## config.mk

```make
export PLATFORM = sky130hd
export DESIGN_NAME = vehicle_powertrain_core
export DESIGN_NICKNAME = d
export VERILOG_FILES = /design/src/rtl/vehicle_powertrain_core.sv
export SDC_FILE = /design/constraint.sdc
export NUM_CORES = 1
export LEC_CHECK = 0
export BUFFER_PORTS_ARGS = -buffer_cell sky130_fd_sc_hd__clkbuf_2
export CORE_MARGIN = 3
export CORE_UTILIZATION = 58
export CTS_BUF_LIST = sky130_fd_sc_hd__clkbuf_16
export CTS_CLUSTER_SIZE = 10
export DETAILED_ROUTE_END_ITERATION = 10
export PLACE_DENSITY = 0.89
export SLEW_MARGIN = 10
export SYNTH_ARGS = -nofsm -noshare
export SYNTH_HDL_FRONTEND = slang
export SYNTH_SLANG_ARGS = --single-unit
```

## constraint.sdc

```tcl
create_clock -name clk -period 7.8 [get_ports clk]
set_clock_uncertainty 0.2 [all_clocks]
set_input_delay 0.39 -clock clk [delete_from_list [all_inputs] [get_ports clk]]
set_output_delay 0.39 -clock clk [all_outputs]
set_load 0.02 [all_outputs]
```

## src/rtl/vehicle_powertrain_core.sv

```systemverilog
`default_nettype none
// ============================================================================
//  Module      : vehicle_powertrain_core
//  Description : Speed/RPM physics with an N-speed automatic transmission.
//                Timed up/down shifts with hysteresis and torque cut,
//                brake deceleration bands, emergency-stop request and a
//                registered RPM with a small jitter dither.
//  Revision    : 1.0  initial release
// ============================================================================
module vehicle_powertrain_core #(
  parameter int NUM_GEARS   = 6,
  parameter int GEAR_BAND   = 30,
  parameter int HYST        = 5,
  parameter int SHIFT_TICKS = 3,
  parameter int IDLE_RPM    = 800,
  parameter int RPM_PER_KMH = 35,
  parameter int PN_LIMIT    = 4000,
  parameter int REDLINE     = 8000,
  parameter int MAX_SPEED   = 250,
  parameter int REV_SPEED   = 50,
  parameter int DEADZONE    = 5
) (
  input  logic        clk,
  input  logic        rst,
  input  logic        engine_on,
  input  logic        tick_speed,
  input  logic [1:0]  mode,
  input  logic [7:0]  accel,
  input  logic        brake_normal,
  input  logic        brake_hard,
  output logic [7:0]  speed,
  output logic [13:0] rpm,
  output logic [3:0]  gear_num,
  output logic        shifting,
  output logic        ess_trigger
);

  localparam logic [1:0]  C_MODE_P = 2'd0;
  localparam logic [1:0]  C_MODE_R = 2'd1;
  localparam logic [1:0]  C_MODE_N = 2'd2;
  localparam logic [1:0]  C_MODE_D = 2'd3;
  localparam int          CNT_W    = (SHIFT_TICKS > 1) ? $clog2(SHIFT_TICKS) : 1;
  localparam logic [CNT_W-1:0] C_CNT_INIT = CNT_W'(SHIFT_TICKS - 1);
  localparam logic [19:0] C_BAND   = 20'(GEAR_BAND);
  localparam logic [19:0] C_HYST   = 20'(HYST);
  localparam logic [19:0] C_IDLE   = 20'(IDLE_RPM);
  localparam logic [19:0] C_SLOPE  = 20'(RPM_PER_KMH);
  localparam logic [19:0] C_PNLIM  = 20'(PN_LIMIT);
  localparam logic [19:0] C_RED    = 20'(REDLINE);
  localparam logic [3:0]  C_GEARS  = 4'(NUM_GEARS);

  typedef enum logic [1:0] {ST_HOLD = 2'd0, ST_UP = 2'd1, ST_DN = 2'd2} fsm_t;

  fsm_t             fsm_q, fsm_d;
  logic [CNT_W-1:0] cnt_q, cnt_d;
  logic [3:0]       gear_q, gear_d;
  logic             shifting_q, shifting_d;
  logic [7:0]       speed_q, speed_d;
  logic             ess_q, ess_d;
  logic [13:0]      rpm_q, rpm_d;
  logic [1:0]       jitter_q, jitter_d;

  logic        tick_en;
  logic [7:0]  eff;
  logic [19:0] spd20, eff20, power20, res20, up_thr, dn_thr;
  logic [7:0]  hard_dec, norm_dec;
  logic [19:0] base_kmh, rd_sum, pn_sum;
  logic [13:0] pn_clamped;

  assign tick_en = engine_on & tick_speed;
  assign eff     = (accel > 8'(DEADZONE)) ? (accel - 8'(DEADZONE)) : 8'd0;
  assign spd20   = {12'd0, speed_q};
  assign eff20   = {12'd0, eff};
  // Shift thresholds are always taken against the gear currently engaged.
  assign up_thr  = {16'd0, gear_q} * C_BAND;
  assign dn_thr  = ({16'd0, gear_q} - 20'd1) * C_BAND;

  // Gear FSM state register.
  always_ff @(posedge clk or posedge rst) begin
    if (rst) begin
      fsm_q      <= ST_HOLD;
      cnt_q      <= '0;
      gear_q     <= 4'd1;
      shifting_q <= 1'b0;
    end else begin
      fsm_q      <= fsm_d;
      cnt_q      <= cnt_d;
      gear_q     <= gear_d;
      shifting_q <= shifting_d;
    end
  end

  // Gear FSM next state: shift decisions, shift timer, abort outside D.
  always_comb begin
    fsm_d  = fsm_q;
    cnt_d  = cnt_q;
    gear_d = gear_q;
    if (!engine_on) begin
      fsm_d  = ST_HOLD;
      cnt_d  = '0;
      gear_d = 4'd1;
    end else if (tick_speed) begin
      if (mode != C_MODE_D) begin
        fsm_d  = ST_HOLD;
        cnt_d  = '0;
        gear_d = 4'd1;
      end else begin
        case (fsm_q)
          ST_HOLD: begin
            if ((gear_q < C_GEARS) && (spd20 >= up_thr)) begin
              fsm_d = ST_UP;
              cnt_d = C_CNT_INIT;
            end else if ((gear_q > 4'd1) && ((spd20 + C_HYST) < dn_thr)) begin
              fsm_d = ST_DN;
              cnt_d = C_CNT_INIT;
            end
          end
          ST_UP, ST_DN: begin
            if (cnt_q == '0) begin
              gear_d = (fsm_q == ST_UP) ? gear_q + 4'd1 : gear_q - 4'd1;
              fsm_d  = ST_HOLD;
            end else begin
              cnt_d = cnt_q - 1'b1;
            end
          end
          default: fsm_d = ST_HOLD;
        endcase
      end
    end
    shifting_d = (fsm_d != ST_HOLD);
  end

  // Tractive power and road resistance; power is cut while a shift runs.
  always_comb begin
    power20 = 20'd0;
    if (!shifting_q) begin
      if (mode == C_MODE_D)      power20 = eff20;
      else if (mode == C_MODE_R) power20 = eff20 >> 1;
    end
    res20    = spd20 + 20'd5 + ((speed_q >= 8'd180) ? 20'd100 : 20'd0);
    hard_dec = (speed_q <= 8'd80) ? 8'd8 : (speed_q <= 8'd150) ? 8'd4 : 8'd2;
    norm_dec = (speed_q <= 8'd80) ? 8'd3 : (speed_q <= 8'd150) ? 8'd2 : 8'd1;
  end

  // Speed update and emergency-stop request, brakes taking priority.
  always_comb begin
    speed_d = speed_q;
    ess_d   = ess_q;
    if (!engine_on) begin
      speed_d = 8'd0;
      ess_d   = 1'b0;
    end else if (tick_speed) begin
      ess_d = 1'b0;
      if (brake_hard) begin
        speed_d = (speed_q > hard_dec) ? speed_q - hard_dec : 8'd0;
        ess_d   = (speed_q > 8'd50);
      end else if (brake_normal) begin
        speed_d = (speed_q > norm_dec) ? speed_q - norm_dec : 8'd0;
      end else if (power20 > res20) begin
        if (!((speed_q >= 8'(MAX_SPEED)) ||
              ((mode == C_MODE_R) && (speed_q >= 8'(REV_SPEED)))))
          speed_d = speed_q + 8'd1;
      end else if ((power20 < res20) && (speed_q != 8'd0)) begin
        speed_d = speed_q - 8'd1;
      end
    end
  end

  // RPM from pre-update speed, gear and jitter; limiter in P/N, redline in R/D.
  always_comb begin
    rpm_d      = rpm_q;
    jitter_d   = jitter_q;
    base_kmh   = (spd20 >= dn_thr) ? (spd20 - dn_thr) : 20'd0;
    rd_sum     = C_IDLE + base_kmh * C_SLOPE + (eff20 << 1) + {18'd0, jitter_q};
    pn_sum     = C_IDLE + {12'd0, accel} * 20'd20;
    pn_clamped = (pn_sum > C_PNLIM) ? 14'(PN_LIMIT) : pn_sum[13:0];
    if (!engine_on) begin
      rpm_d    = 14'd0;
      jitter_d = 2'd0;
    end else if (tick_speed) begin
      jitter_d = jitter_q + 2'd1;
      if ((mode == C_MODE_P) || (mode == C_MODE_N))
        rpm_d = pn_clamped + {12'd0, jitter_q};
      else
        rpm_d = (rd_sum > C_RED) ? 14'(REDLINE) : rd_sum[13:0];
    end
  end

  // Physics state register.
  always_ff @(posedge clk or posedge rst) begin
    if (rst) begin
      speed_q  <= 8'd0;
      ess_q    <= 1'b0;
      rpm_q    <= 14'd0;
      jitter_q <= 2'd0;
    end else begin
      speed_q  <= speed_d;
      ess_q    <= ess_d;
      rpm_q    <= rpm_d;
      jitter_q <= jitter_d;
    end
  end

  assign speed       = speed_q;
  assign rpm         = rpm_q;
  assign gear_num    = gear_q;
  assign shifting    = shifting_q;
  assign ess_trigger = ess_q;

  // C_MODE_N is named for readability of the mode decode above.
  logic unused_ok;
  assign unused_ok = &{1'b0, tick_en, C_MODE_N};

endmodule
`default_nettype wire

```

==> flow_summary_export.csv <==
group,metric,value,unit
die,fp.dieH,124.7,µm
clock_tree,cts_buffers,5,
timing,rsz0062_at_grt,"true",
detailed_routing,wl,24010,µm
die,ios,44,
detailed_routing,detail-route-antenna-nets,0,
timing,finalSetupViolations,13,
setup_path,worst-setup-path-type,"flop to flop",
synthesis,async_flop_share,1.000,
timing,timing.fmax,119.8,MHz
setup_path,r2r_cells,37,
place,gp_congestion,0.9490,
final_layout,final_cell_count_no_fill,1299,
timing,slew_headroom,0.2848,
clock_tree,insertion_delay,0.29,ns
clock_tree,clock-sinks,34,
synthesis,avgSynthCellArea,8.078,µm²
die,initial_core_util,0.6053,
timing,hold_ws,-0.002185,ns
setup_path,cp_data_arrival_time,8.31,ns
die,rows,42,
worst_hold_path,hp-class,"input port to async pin",
timing,drv_slew,0,
synthesis,yosysMostFrequentCell,"ha_1",
synthesis,synth.area.top_cells,"ha_1 24%, dfrtp_1 10%, fa_1 9.1%, inv_1 6.0%, xnor2_1 4.7%",
setup_path,cp_slowest_cell,"fa_1",
final_layout,final_util,0.7266,
timing,worstMarginPinSlew,1.062,ns
synthesis,ys_top_cells_by_count,"160 x ha_1, 130 x inv_1, 82 x nor2_1",
die,chipWidth,124.7,µm
detailed_routing,drtPass1Iterations,5,
final_layout,seq_area,857.1,µm²
global_route,grt_max_degree,35,
detailed_routing,drc,0,
synthesis,yosys_warnings,0,
detailed_routing,wire_per_inst,18.48,µm
synthesis,seq_area_frac_synth,0.1042,
place,place_hpwl,17510,µm
clock_tree,cts-root-buf,"clkbuf_16",
setup_path,cp-end-kind,"flop",
synthesis,yosysTopAreaCell,"ha_1",
detailed_routing,num_vias,8243,
detailed_routing,drtIter0Drc,606,
timing,finalSetupTns,-6.396,ns
die,fp.dieArea,15560,µm²
detailed_routing,vias_per_cell,6.346,
setup_path,worstPathMaxFanout,6,
global_route,antenna_found_initial,0,
global_route,grt_use_total,0.2803,
final_layout,fillers,914,
clock_tree,clk_pin_slew,0.06,ns
final_layout,area_growth,20.03,%
synthesis,synth_edf_count,0,
global_route,grt_pass1_wl,37260,µm
clock_tree,cts_tree,"built",
place,place_area,9191,µm²
setup_path,ff2ff_setup_slack,-0.55,ns
synthesis,synth_area,8175,µm²
final_layout,finalInstanceArea,9813,µm²
timing,fin_ws,-0.5455,ns
clock_tree,cts_hold_buffers,0,
setup_path,cpPeakStageDelay,0.55,ns
run,cap_violations,0,
synthesis,syn_inst,1012,
clock_tree,htree_levels,2,
final_layout,multi_input_area,7166,µm²
place,placed_cells,1272,
synthesis,yosysUniqueCellTypes,85,
die,coreArea,13510,µm²
global_route,grt_pass1_vias,7807,
clock_tree,clk_path_buf_depth,2,
synthesis,synth_flop_cell,"dfrtp_1",
setup_path,critPathLaunchType,"flop",
timing,fin_crit,8.346,ns
outcome,violations,"negative hold slack, negative setup slack",
synthesis,synth_top_area_share,0.2449,
outcome,status,"finished, violations left",
synthesis,syn_nets,1225,
place,portBuffers,43,
timing,final.period_utilization,1.070,
timing,hold_violations,7,
final_layout,diodes,0,
setup_path,worst_ep_required_time,7.76,ns
final_layout,drive_gt1_frac,0.2084,
synthesis,ys_seq_elements,34,
global_route,grt_remaining_overflow,0,
final_layout,nNetsFinal,1335,
final timing paths:
check,startpoint,endpoint
hold / removal,rst,rpm[0]$_DFFE_PP0N_
setup / recovery,gear_num[2]$_DFFE_PP0P_,rpm[7]$_DFFE_PP0N_
max in group asynchronous,rst,gear_num[2]$_DFFE_PP0P_
setup reg to reg,gear_num[2]$_DFFE_PP0P_,rpm[7]$_DFFE_PP0N_
hold reg to reg,rpm[11]$_DFFE_PP0N_,rpm[11]$_DFFE_PP0N_
min in group clk,brake_hard,speed[0]$_DFFE_PP0P_
flip-flops by register name (all words and copies together) (netlist names):
signal / flops
gear_num: 4
rpm: 14
jitter_q: 2
cnt_q: 2
speed: 8
fsm_q: 2
shifting: 1
ess_trigger: 1
layout by cell type, fill, tap and decap left out, types with 5 or more instances in the layout:
cell	Yosys	final
ha_1	160	149
inv_1	130	120
buf_4	1	82
nor2_1	82	76
a21oi_1	57	53
nand2_1	56	50
o21ai_0	50	46
clkbuf_2	0	43
xnor2_1	44	41
fa_1	37	36
dfrtp_1	33	31
a21o_1	25	25
nand2b_1	21	20
nor3_1	20	19
xor2_1	19	17
nand4_1	16	16
o21a_1	17	15
nand3_1	14	14
nor2b_1	13	13
a211oi_1	12	10
ha_4	0	9
o211ai_1	8	8
a31oi_1	7	7
o21ai_1	7	7
inv_2	0	7
o31a_1	6	6
nor4_1	9	6
and2_1	8	6
or2_2	6	6
nand2_2	0	6
a32o_1	7	6
a21oi_2	2	5
a211o_1	5	5
o21bai_1	5	5
or3_1	6	5
nor2_2	0	5
clkbuf_16	0	5
per-stage QoR:
stage	hold WS (ns)	setup slack [ns]
floorplan	0.2895	-0.1422
global placement	0.2652	-0.03039
detailed placement	0.2746	-0.2880
CTS	0.02179	-0.09698
global route	0.03858	-0.7580
finish	-0.002185	-0.5455
final cells by class:
type	instances	share of cell area
Clock inverter	3	0.006503
Inverter	132	0.05126
Timing Repair Buffer	129	0.08951
Multi-Input combinational cell	820	0.7302
Sequential cell	34	0.08734
Clock buffer	5	0.01275
Tap cell	176	0.02244
layer usage:
layer  vias up  part of all wire  global-route usage
li1       3847                 -                   -
met1      3912              0.41              0.3727
met2       385              0.48              0.4787
met3        99             0.070             0.02744
met4         0             0.039             0.09091
met5         -                 0                   0
cells by family (layout without fill, tap and decap cells):
family / after synthesis / count (layout) / share of synthesized area
and+or+nand+nor: 274 / 274 / 0.1673
muxes: 4 / 4 / 0.004898
DFF: 34 / 34 / 0.1042
AOI/OAI and AO/OA: 279 / 279 / 0.2375
xor gates and xnor gates: 66 / 66 / 0.07515
buffers and inverters: 158 / 269 / 0.07545
adders and majority gates: 197 / 197 / 0.3355
worst max-delay path, delay by kind of cell, from the launching register on:
kind                       cells  cell delay (ns)
xor gates and xnor gates       3             0.38
buffers and inverters          9             0.98
DFF                            1             0.48
adders and majority gates      9             3.26
and+or+nand+nor                7             1.32
AOI/OAI and AO/OA              9             1.60
timing repair:
item | in CTS | in global routing
setup buffers | 10 | 8
cloned | 1 | 0
resized for setup | 26 | 33
endpoints found under the setup margin | 13 | 13
pin swaps | 20 | 23
Power is not shown: default switching activity piles up to over one toggle a cycle in this logic, so the estimate is an artifact.
